===== src/rtl/ram_rd_stream.sv =====
// Read-side stream controller for a single-clock simple dual-port RAM.
// Walks rd_len consecutive addresses, absorbs the read latency and emits a valid/ready stream.
module ram_rd_stream #(
    parameter int DWIDTH = 8,
    parameter int AWIDTH = 10
) (
    input  logic              clk,
    input  logic              rst,
    input  logic              start,
    input  logic [AWIDTH-1:0] start_addr,
    input  logic [AWIDTH:0]   rd_len,
    output logic              busy,
    output logic              done,
    output logic [AWIDTH-1:0] raddr,
    input  logic [DWIDTH-1:0] ram_dout,
    output logic [DWIDTH-1:0] m_data,
    output logic              m_valid,
    input  logic              m_ready,
    output logic              m_last
);

    typedef enum logic [1:0] {
        IDLE  = 2'd0,
        READ  = 2'd1,
        DRAIN = 2'd2
    } state_t;

    localparam logic [AWIDTH:0]   LEN_ZERO  = {(AWIDTH+1){1'b0}};
    localparam logic [AWIDTH:0]   LEN_ONE   = {{AWIDTH{1'b0}}, 1'b1};
    localparam logic [AWIDTH-1:0] ADDR_ONE  = {{(AWIDTH-1){1'b0}}, 1'b1};
    localparam logic [AWIDTH-1:0] ADDR_ZERO = {AWIDTH{1'b0}};
    localparam logic [DWIDTH-1:0] DATA_ZERO = {DWIDTH{1'b0}};
    // The address register and the RAM read register form a two-stage round trip,
    // so the output buffer needs three slots to sustain one word per clock.
    localparam logic [2:0]        BUF_SLOTS = 3'd3;

    state_t state_r;
    state_t state_s;

    logic [AWIDTH:0]   len_r;
    logic [AWIDTH:0]   issue_cnt_r;
    logic [AWIDTH-1:0] next_addr_r;
    logic [AWIDTH-1:0] raddr_r;
    logic              iss_r;
    logic              iss_last_r;
    logic              infl_r;
    logic              infl_last_r;
    logic              busy_r;
    logic              done_r;
    logic              m_valid_r;

    logic [DWIDTH-1:0] buf_data_r [0:2];
    logic              buf_last_r [0:2];
    logic [1:0]        occ_r;

    logic [DWIDTH-1:0] buf_data_s [0:2];
    logic              buf_last_s [0:2];
    logic [1:0]        occ_s;
    logic [1:0]        occ_pop_s;
    logic [2:0]        outstanding_s;
    logic              pop_s;
    logic              room_s;

    logic              accept_s;
    logic              zero_cmd_s;
    logic              issue_s;
    logic              issue_last_s;
    logic [AWIDTH-1:0] issue_addr_s;
    logic              drain_fin_s;

    // Output buffer: pop from the head, append the word returning from the RAM.
    always_comb begin
        pop_s         = m_valid_r && m_ready;
        outstanding_s = {2'b00, iss_r} + {2'b00, infl_r} + {1'b0, occ_r} - {2'b00, pop_s};
        room_s        = (outstanding_s < BUF_SLOTS);
        buf_data_s    = buf_data_r;
        buf_last_s    = buf_last_r;
        occ_pop_s     = pop_s ? (occ_r - 2'd1) : occ_r;
        if (pop_s) begin
            buf_data_s[0] = buf_data_r[1];
            buf_data_s[1] = buf_data_r[2];
            buf_data_s[2] = DATA_ZERO;
            buf_last_s[0] = buf_last_r[1];
            buf_last_s[1] = buf_last_r[2];
            buf_last_s[2] = 1'b0;
        end else begin
            buf_data_s[2] = buf_data_r[2];
        end
        case ({infl_r, occ_pop_s})
            3'b100: begin
                buf_data_s[0] = ram_dout;
                buf_last_s[0] = infl_last_r;
            end
            3'b101: begin
                buf_data_s[1] = ram_dout;
                buf_last_s[1] = infl_last_r;
            end
            3'b110: begin
                buf_data_s[2] = ram_dout;
                buf_last_s[2] = infl_last_r;
            end
            default: begin
            end
        endcase
        occ_s       = occ_pop_s + {1'b0, infl_r};
        drain_fin_s = (state_r == DRAIN) && !iss_r && !infl_r && (occ_s == 2'd0);
    end

    // Command acceptance and read issue decisions for the current state.
    always_comb begin
        accept_s     = 1'b0;
        zero_cmd_s   = 1'b0;
        issue_s      = 1'b0;
        issue_last_s = 1'b0;
        issue_addr_s = next_addr_r;
        case (state_r)
            IDLE: begin
                if (start && (rd_len != LEN_ZERO)) begin
                    accept_s     = 1'b1;
                    issue_s      = 1'b1;
                    issue_addr_s = start_addr;
                    issue_last_s = (rd_len == LEN_ONE);
                end else begin
                    zero_cmd_s = start;
                end
            end
            READ: begin
                if ((issue_cnt_r != len_r) && room_s) begin
                    issue_s      = 1'b1;
                    issue_last_s = ((issue_cnt_r + LEN_ONE) == len_r);
                end else begin
                    issue_s = 1'b0;
                end
            end
            default: begin
                issue_s = 1'b0;
            end
        endcase
    end

    // Next-state logic.
    always_comb begin
        state_s = state_r;
        case (state_r)
            IDLE: begin
                if (accept_s) begin
                    state_s = issue_last_s ? DRAIN : READ;
                end else begin
                    state_s = IDLE;
                end
            end
            READ: begin
                if (issue_s && issue_last_s) begin
                    state_s = DRAIN;
                end else begin
                    state_s = READ;
                end
            end
            DRAIN: begin
                if (drain_fin_s) begin
                    state_s = IDLE;
                end else begin
                    state_s = DRAIN;
                end
            end
            default: begin
                state_s = IDLE;
            end
        endcase
    end

    // State register.
    always_ff @(posedge clk) begin
        if (rst) begin
            state_r <= IDLE;
        end else begin
            state_r <= state_s;
        end
    end

    // Command counters, read-address pipeline, buffer and status outputs.
    always_ff @(posedge clk) begin
        if (rst) begin
            len_r       <= LEN_ZERO;
            issue_cnt_r <= LEN_ZERO;
            next_addr_r <= ADDR_ZERO;
            raddr_r     <= ADDR_ZERO;
            iss_r       <= 1'b0;
            iss_last_r  <= 1'b0;
            infl_r      <= 1'b0;
            infl_last_r <= 1'b0;
            occ_r       <= 2'd0;
            m_valid_r   <= 1'b0;
            busy_r      <= 1'b0;
            done_r      <= 1'b0;
            for (int i = 0; i < 3; i++) begin
                buf_data_r[i] <= DATA_ZERO;
                buf_last_r[i] <= 1'b0;
            end
        end else begin
            if (accept_s) begin
                len_r       <= rd_len;
                issue_cnt_r <= LEN_ONE;
            end else if (issue_s) begin
                issue_cnt_r <= issue_cnt_r + LEN_ONE;
            end
            if (issue_s) begin
                raddr_r     <= issue_addr_s;
                next_addr_r <= issue_addr_s + ADDR_ONE;
            end
            iss_r       <= issue_s;
            iss_last_r  <= issue_s && issue_last_s;
            infl_r      <= iss_r;
            infl_last_r <= iss_last_r;
            buf_data_r  <= buf_data_s;
            buf_last_r  <= buf_last_s;
            occ_r       <= occ_s;
            m_valid_r   <= (occ_s != 2'd0);
            if (accept_s) begin
                busy_r <= 1'b1;
            end else if (drain_fin_s) begin
                busy_r <= 1'b0;
            end
            done_r <= zero_cmd_s || drain_fin_s;
        end
    end

    assign busy    = busy_r;
    assign done    = done_r;
    assign raddr   = raddr_r;
    assign m_data  = buf_data_r[0];
    assign m_last  = buf_last_r[0];
    assign m_valid = m_valid_r;

endmodule

===== config.mk =====
export PLATFORM = sky130hd
export DESIGN_NAME = ram_rd_stream
export DESIGN_NICKNAME = d
export VERILOG_FILES = /design/src/rtl/ram_rd_stream.sv
export SDC_FILE = /design/constraint.sdc
export NUM_CORES = 1
export LEC_CHECK = 0
export ABC_AREA = 1
export BUFFER_PORTS_ARGS = -buffer_cell sky130_fd_sc_hd__buf_2
export CAP_MARGIN = 0
export CORE_MARGIN = 5
export CORE_UTILIZATION = 60
export CTS_BUF_LIST = sky130_fd_sc_hd__clkbuf_4
export DETAILED_ROUTE_END_ITERATION = 6
export HOLD_SLACK_MARGIN = 0.08
export MAX_ROUTING_LAYER = met4
export PLACE_DENSITY_LB_ADDON = 0.25
export SYNTH_ARGS = -nofsm -noshare
export SYNTH_HDL_FRONTEND = slang
export SYNTH_SLANG_ARGS = --single-unit
export TNS_END_PERCENT = 100

===== constraint.sdc =====
create_clock -name clk -period 4.5 [get_ports clk]
set_input_delay 0.45 -clock clk [delete_from_list [all_inputs] [get_ports clk]]
set_output_delay 0.45 -clock clk [all_outputs]
set_load 0.1 [all_outputs]

==> metrics, run 1 <==
Post-Syn Nets between 500 and 600; layout cells sized above 1 17.28%; YS warnings 0; worst skew pair latency 0.45 ns; postcts setup bufs 0; Yosys top cell area share 39.11%; vias in the first global route approximately 3400; # fillers 577; Resize count post-CTS 0; sequential element share of the synthesized area 39.11%; Post-synth EDFFs 0; Initial Util 60.95%; # nets final 630; data required time of the worst path 4.89 ns; P&R area growth vs syn 8.158%; vias 3680; # rows 30; Clk network pwr share 20.4%; Global Route Usage Sum 21.91%; initial antenna violation count 0; Post-Synthesis Cell Area ~4000 sq um; Critical Path AT 3.82 ns; ant diodes 0; Num CTS Buffers 9; final antenna-violating net count 0; fin crit share 76.29%; Leakage approximately 0.0019 uW; Initial DRC Count ~190; critical path launch point type flop; Clock Path Buffers 2; # H-tree levels 3; Reg power frac 40.9%; grt total ovfl 0; Max-slew headroom 47.34%; Final Hold Vio Count 0; Pint 1178 uW; Gate power share 38.7%; Final Core Density approximately two thirds; largest net degree at the start of global routing 45; Pins Over Slew Limit 0; cell taking the most area after synthesis dfxtp_1; top post-synthesis cells by area dfxtp_1 39%, nand2_1 11%, nor2_1 6.4%; Mapped Cells 554; critical path class reg -> reg; first drt pass iteration count 4; global-route wire length before repair 14.97 mm; Reg clk slew, reported paths 0.13 ns; MaxCap Viol Count 0; RSZ-0062 raised after global routing false; Min-Delay Path Class in -> reg; GPL Wtd Cong 0.9161; Register Area between 1500 and 2000 sq um; Worst Setup End Kind flop; total core area 6719 sq um; Clock Skews 0.01642 ns; routed vias/inst 5.444; predominant post-synthesis flop cell dfxtp_1; Avg Cell Area, Syn approximately 7.4 sq um; fmax roughly 0.29 GHz; number of buffers added on ports 54; worst vdd ir 0.0002963 V; Die Wd 92.62 microns; I/O Pins 55; worst-margin pin slew 0.7900 ns; Switching Share between 40% and 50%; register bit count reported by yosys 80; CTS tree built; die area 8578 sq um; status complete, no violations; asr flop ratio synth 0%; TNS Setup 0 ns; Multi-input gate area 2133 sq um; post-DP HPWL 6.476 mm; pwr dens between 400 and 500 nW/um^2; Psw 936.3 uW; routed wire length per instance 13.19 microns; post-layout min period ~3.4 ns; synth unique cells 42; # hold bufs at CTS 0; # clock sinks 80; Final Setup Violations 0; largest fanout on the critical path 28; Root Driver clkbuf_4; final wirelength 8.914 mm; # DRC 0; DIE HEIGHT just over 90 microns
[cells in the mapped netlist (3+ instances only)]
library cell  instances
nand2_1             115
dfxtp_1              80
nor2_1               70
nand3_1              47
inv_1                39
a21oi_1              30
o21ai_0              18
xnor2_1              14
a31oi_1              13
buf_4                12
xor2_1               12
nand2_2              10
a211oi_1              9
clkbuf_1              9
a221oi_1              8
nor3_1                7
buf_2                 6
nor2_2                6
inv_2                 5
and3_1                4
ha_1                  4
nand3b_1              4
nand4_1               3
nor3_4                3
o21ai_1               3
[power by group through the flow]
stage          clock (uW)  combinational [uW]  sequential (uW)
2_1_floorplan           0                 507             1070
3_3_place_gp            0                 802              878
3_5_place_dp            0                 814              881
4_1_cts               436                 817              865
5_1_grt               463                 899              878
6_report              431                 818              865
[per-layer routing]
| metal | vias to the layer above | wire length (microns) | track usage (%) |
|---|---|---|---|
| li1 | 1892 | - | - |
| met2 | 107 | 4073 | 34.02 |
| met3 | 20 | 478 | 4.143 |
| met4 | 0 | 174 | 8.791 |
| met5 | - | 0 | - |
| met1 | 1661 | 4188 | 28.32 |
[per-stage QoR]
step / power [uW] / instance area, sq um / std cells / hold WS (ns) / worst slack [ns]
floorplan: 1576 / 4095 / 554 / 0.3883 / 0.8619
global placement: 1679 / 4289 / 660 / 0.3914 / 1.025
detailed placement: 1696 / 4289 / 660 / 0.4029 / 0.9033
CTS: 2119 / 4429 / 676 / 0.2303 / 1.074
global route: 2240 / 4429 / 676 / 0.2232 / 0.7800
finish: 2115 / 4429 / 676 / 0.2522 / 1.067
[cell families (layout without fill, tap and decap cells)]
logic type	Yosys count	after routing	synth area share [%]
XOR/XNOR	26	26	5.561
flip-flops	80	80	39.11
AO/OA/AOI/OAI	89	89	13.26
AND/OR/NAND/NOR	278	278	31.07
buffers and inverters	75	117	8.799
adder cells (fa/ha/maj)	6	6	2.200
[placed cells by master, fill, tap and decap left out, types with 12 or more instances in the layout]
cell type	count
a21oi_1	30
a31oi_1	13
buf_2	54
dfxtp_1	80
inv_1	39
nand2_1	115
nand3_1	47
nor2_1	70
o21ai_0	18
xnor2_1	14
xor2_1	12
[critical path: stages, from the launching register on]
cell	delay, ns
dfxtp_1	0.35
nand2_1	0.23
inv_2	0.36
ha_1	0.31
fa_1	0.36
inv_1	0.07
fa_1	0.40
inv_1	0.07
nor2_1	0.05
nor3_2	0.20
nand2_2	0.12
nand2_4	0.24
inv_2	0.20
nor2_1	0.15
nand3_1	0.08
nand3_1	0.08
nand2_1	0.05
inv_1	0.06
[registers in the layout, indices dropped and copies added, names as in the netlist]
| name | count |
|---|---|
| len_r | 11 |
| issue_cnt_r | 11 |
| infl_last_r | 1 |
| buf_last_r | 2 |
| state_r | 2 |
| done | 1 |
| m_data | 8 |
| next_addr_r | 10 |
| iss_r | 1 |
| raddr | 10 |
| busy | 1 |
| infl_r | 1 |
| buf_data_r | 16 |
| m_valid | 1 |
| m_last | 1 |
| occ_r | 2 |
| iss_last_r | 1 |
[layout make-up]
class	count	area share, %
repair buffers	56	6.441
multi-input cells	399	48.16
flip-flops and latches	80	36.16
clock inverters	7	1.638
well taps	80	2.260
clock buffers	9	1.525
inverters	45	3.814
[final timing paths]
kind,end,cells after the start,slack [ns],startpoint
min,len_r[2],3,0.25,rd_len[2]
min reg2reg,infl_last_r,2,0.43,iss_last_r
max reg2reg,next_addr_r[6],17,1.07,m_valid
max,next_addr_r[6],17,1.07,m_valid
Note: power is estimated with default switching activity, not from simulation.
==> run 2: changes to the inputs <==
Clock period 4.5 ns to 3.5 ns, I/O delays scaled along.
==> run 2 against run 1 <==
Compared with the run above: global-route usage grew 0.87 points; final cell count grew 0.74%; design area grew 1.4%; flip-flop and latch count is the same; die area is the same; largest cell class unchanged.
==> metrics, run 2 (same netlist as run 1, synthesis figures left out) <==
Most flops, register buf_data_r; first drt pass iteration count 5; Pins Over Slew Limit 0; Psw 1206 uW; leading cell type in the layout, fill and taps excluded nand2_1; Pwr Total about 2800 uW; grt total ovfl 0; Max-slew headroom 59.36%; postcts setup bufs 0; data required time of the worst path just under 4 ns; Largest regs buf_data_r x16, issue_cnt_r x11, len_r x11; RSZ-0062 raised after global routing false; largest net degree at the start of global routing 45; Clock Skews 0.02215 ns; met1 wire length around 4.2 mm; I/O Pins 55; total core area around 6700 sq um; pwr dens 624.6 nW/um^2; # DRC 0; Worst Setup End Kind flop; Top Metal Used met4; Num CTS Buffers 9; # rows 30; Clk network pwr share 22.0%; Final Hold Vio Count 0; # clock sinks 80; critical path launch point type flop; ant diodes 0; final antenna-violating net count 0; # hold bufs at CTS 0; RR Endpoint next_addr_r[6]; post-DP HPWL 6.573 mm; worst skew pair latency 0.43 ns; most frequent cells in the layout 115 x nand2_1, 79 x dfxtp_1, 70 x nor2_1, 54 x buf_2, 47 x nand3_1; number of buffers added on ports 54; MaxCap Viol Count 0; P&R area growth vs syn 9.624%; fin crit share 87.33%; vias in the first global route 3513; Pint 1598 uW; die area 8578 sq um; HP Start rd_len[3]; depth of the worst register-to-register path 16; Root Driver clkbuf_4; layout cells sized above 1 18.14%; Initial Util 60.95%; Reg power frac between 30% and 40%; routed vias/inst around 5.4; FF-to-FF setup slack 0.44 ns; TNS Setup 0 ns; critical path class reg -> reg; Clock Path Buffers 2; status complete, no violations; GPL Wtd Cong 0.9030; hold path cells 3; Critical Path AT roughly 3.4 ns; Leakage 0.001974 uW; worst-margin pin slew 0.6063 ns; number of flip-flops in the largest register 16; Gate power share 38.3%; metal3 WL 577 microns; Reg clk slew, reported paths 0.14 ns; global-route wire length before repair 15.51 mm; CTS tree built; DIE HEIGHT 92.62 microns; worst vdd ir about 0.00046 V; # nets final 635; post-layout min period roughly 3 ns; worst reg2reg path startpoint infl_r; # H-tree levels 3; Switching Share between 40% and 50%; largest fanout on the critical path 29; fmax around 0.33 GHz; initial antenna violation count 0; final wirelength 9.049 mm; met2 routed WL around 4 mm; routed wire length per instance 13.29 microns; Global Route Usage Sum 22.78%; Initial DRC Count around 150; Resize count post-CTS 0; Worst Hold End len_r[3]; vias 3703; Min-Delay Path Class in -> reg; Die Wd around 93 microns; Final Core Density 66.82%; Final Setup Violations 0
==> run 2: cell types whose count changed in the layout (fill, tap and decap cells not counted), sizes merged <==
| cell | change |
|---|---|
| bufinv | +1 |
| buf | +5 |
| clkinv | -2 |
| inv | +1 |
==> run 2: how the worst max path moves through the flow <==
stage             from         endpoint  slack [ns]  cells after the start
2_1_floorplan  m_valid   next_addr_r[7]        0.20                     16
5_1_grt         infl_r   next_addr_r[6]        0.12                     16
3_3_place_gp   m_ready  issue_cnt_r[10]        0.53                     16
4_1_cts         infl_r   next_addr_r[6]        0.44                     16
3_5_place_dp   m_ready  issue_cnt_r[10]        0.42                     16
6_report        infl_r   next_addr_r[6]        0.44                     16
==> run 2: cell type report <==
| class | count | area (sq um) |
|---|---|---|
| Multi-Input combinational cell | 399 | 2133 |
| Tap cell | 80 | 100.1 |
| Sequential cell | 80 | 1603 |
| Fill cell | 582 | 2230 |
| Clock inverter | 7 | 93.84 |
| Clock buffer | 9 | 67.56 |
| Inverter | 45 | 168.9 |
| Timing Repair Buffer | 61 | 322.8 |
==> run 2: power groups by stage <==
| stage | logic, uW | registers [uW] | clock network [uW] |
|---|---|---|---|
| 2_1_floorplan | 652 | 1380 | 0 |
| 3_5_place_dp | 1070 | 1130 | 0 |
| 6_report | 1070 | 1110 | 617 |
| 3_3_place_gp | 1040 | 1130 | 0 |
| 4_1_cts | 1070 | 1110 | 634 |
| 5_1_grt | 1180 | 1130 | 681 |
==> run 2: metal layers <==
layer / vias to the layer above / global-route usage, %
li1: 1916 / -
met1: 1642 / 29.74
met2: 130 / 35.53
met3: 15 / 4.305
met4: 0 / 8.059
met5: - / -
==> run 2: metrics by stage <==
stage          hold slack (ns)  cells  worst slack [ns]  area, sq um
2_1_floorplan           0.3883    554            0.2018         4096
3_3_place_gp            0.3897    665            0.5330         4328
3_5_place_dp            0.4015    665            0.4212         4328
4_1_cts                 0.1555    681            0.4393         4489
5_1_grt                 0.1508    681            0.1213         4489
6_report                0.1794    681            0.4436         4489
==> run 2: worst max-delay path, cell delays in order (launching register included) <==
cell and delay (ns):
dfxtp_1 0.38, inv_1 0.14, ha_1 0.33, fa_1 0.36, inv_1 0.08, fa_1 0.42
inv_1 0.06, nor2_1 0.04, nor3_2 0.21, nand2_2 0.12, nand2_4 0.25, inv_2 0.20
nor2_1 0.16, nand3_1 0.09, nand3_1 0.07, nand2_1 0.05, inv_1 0.05
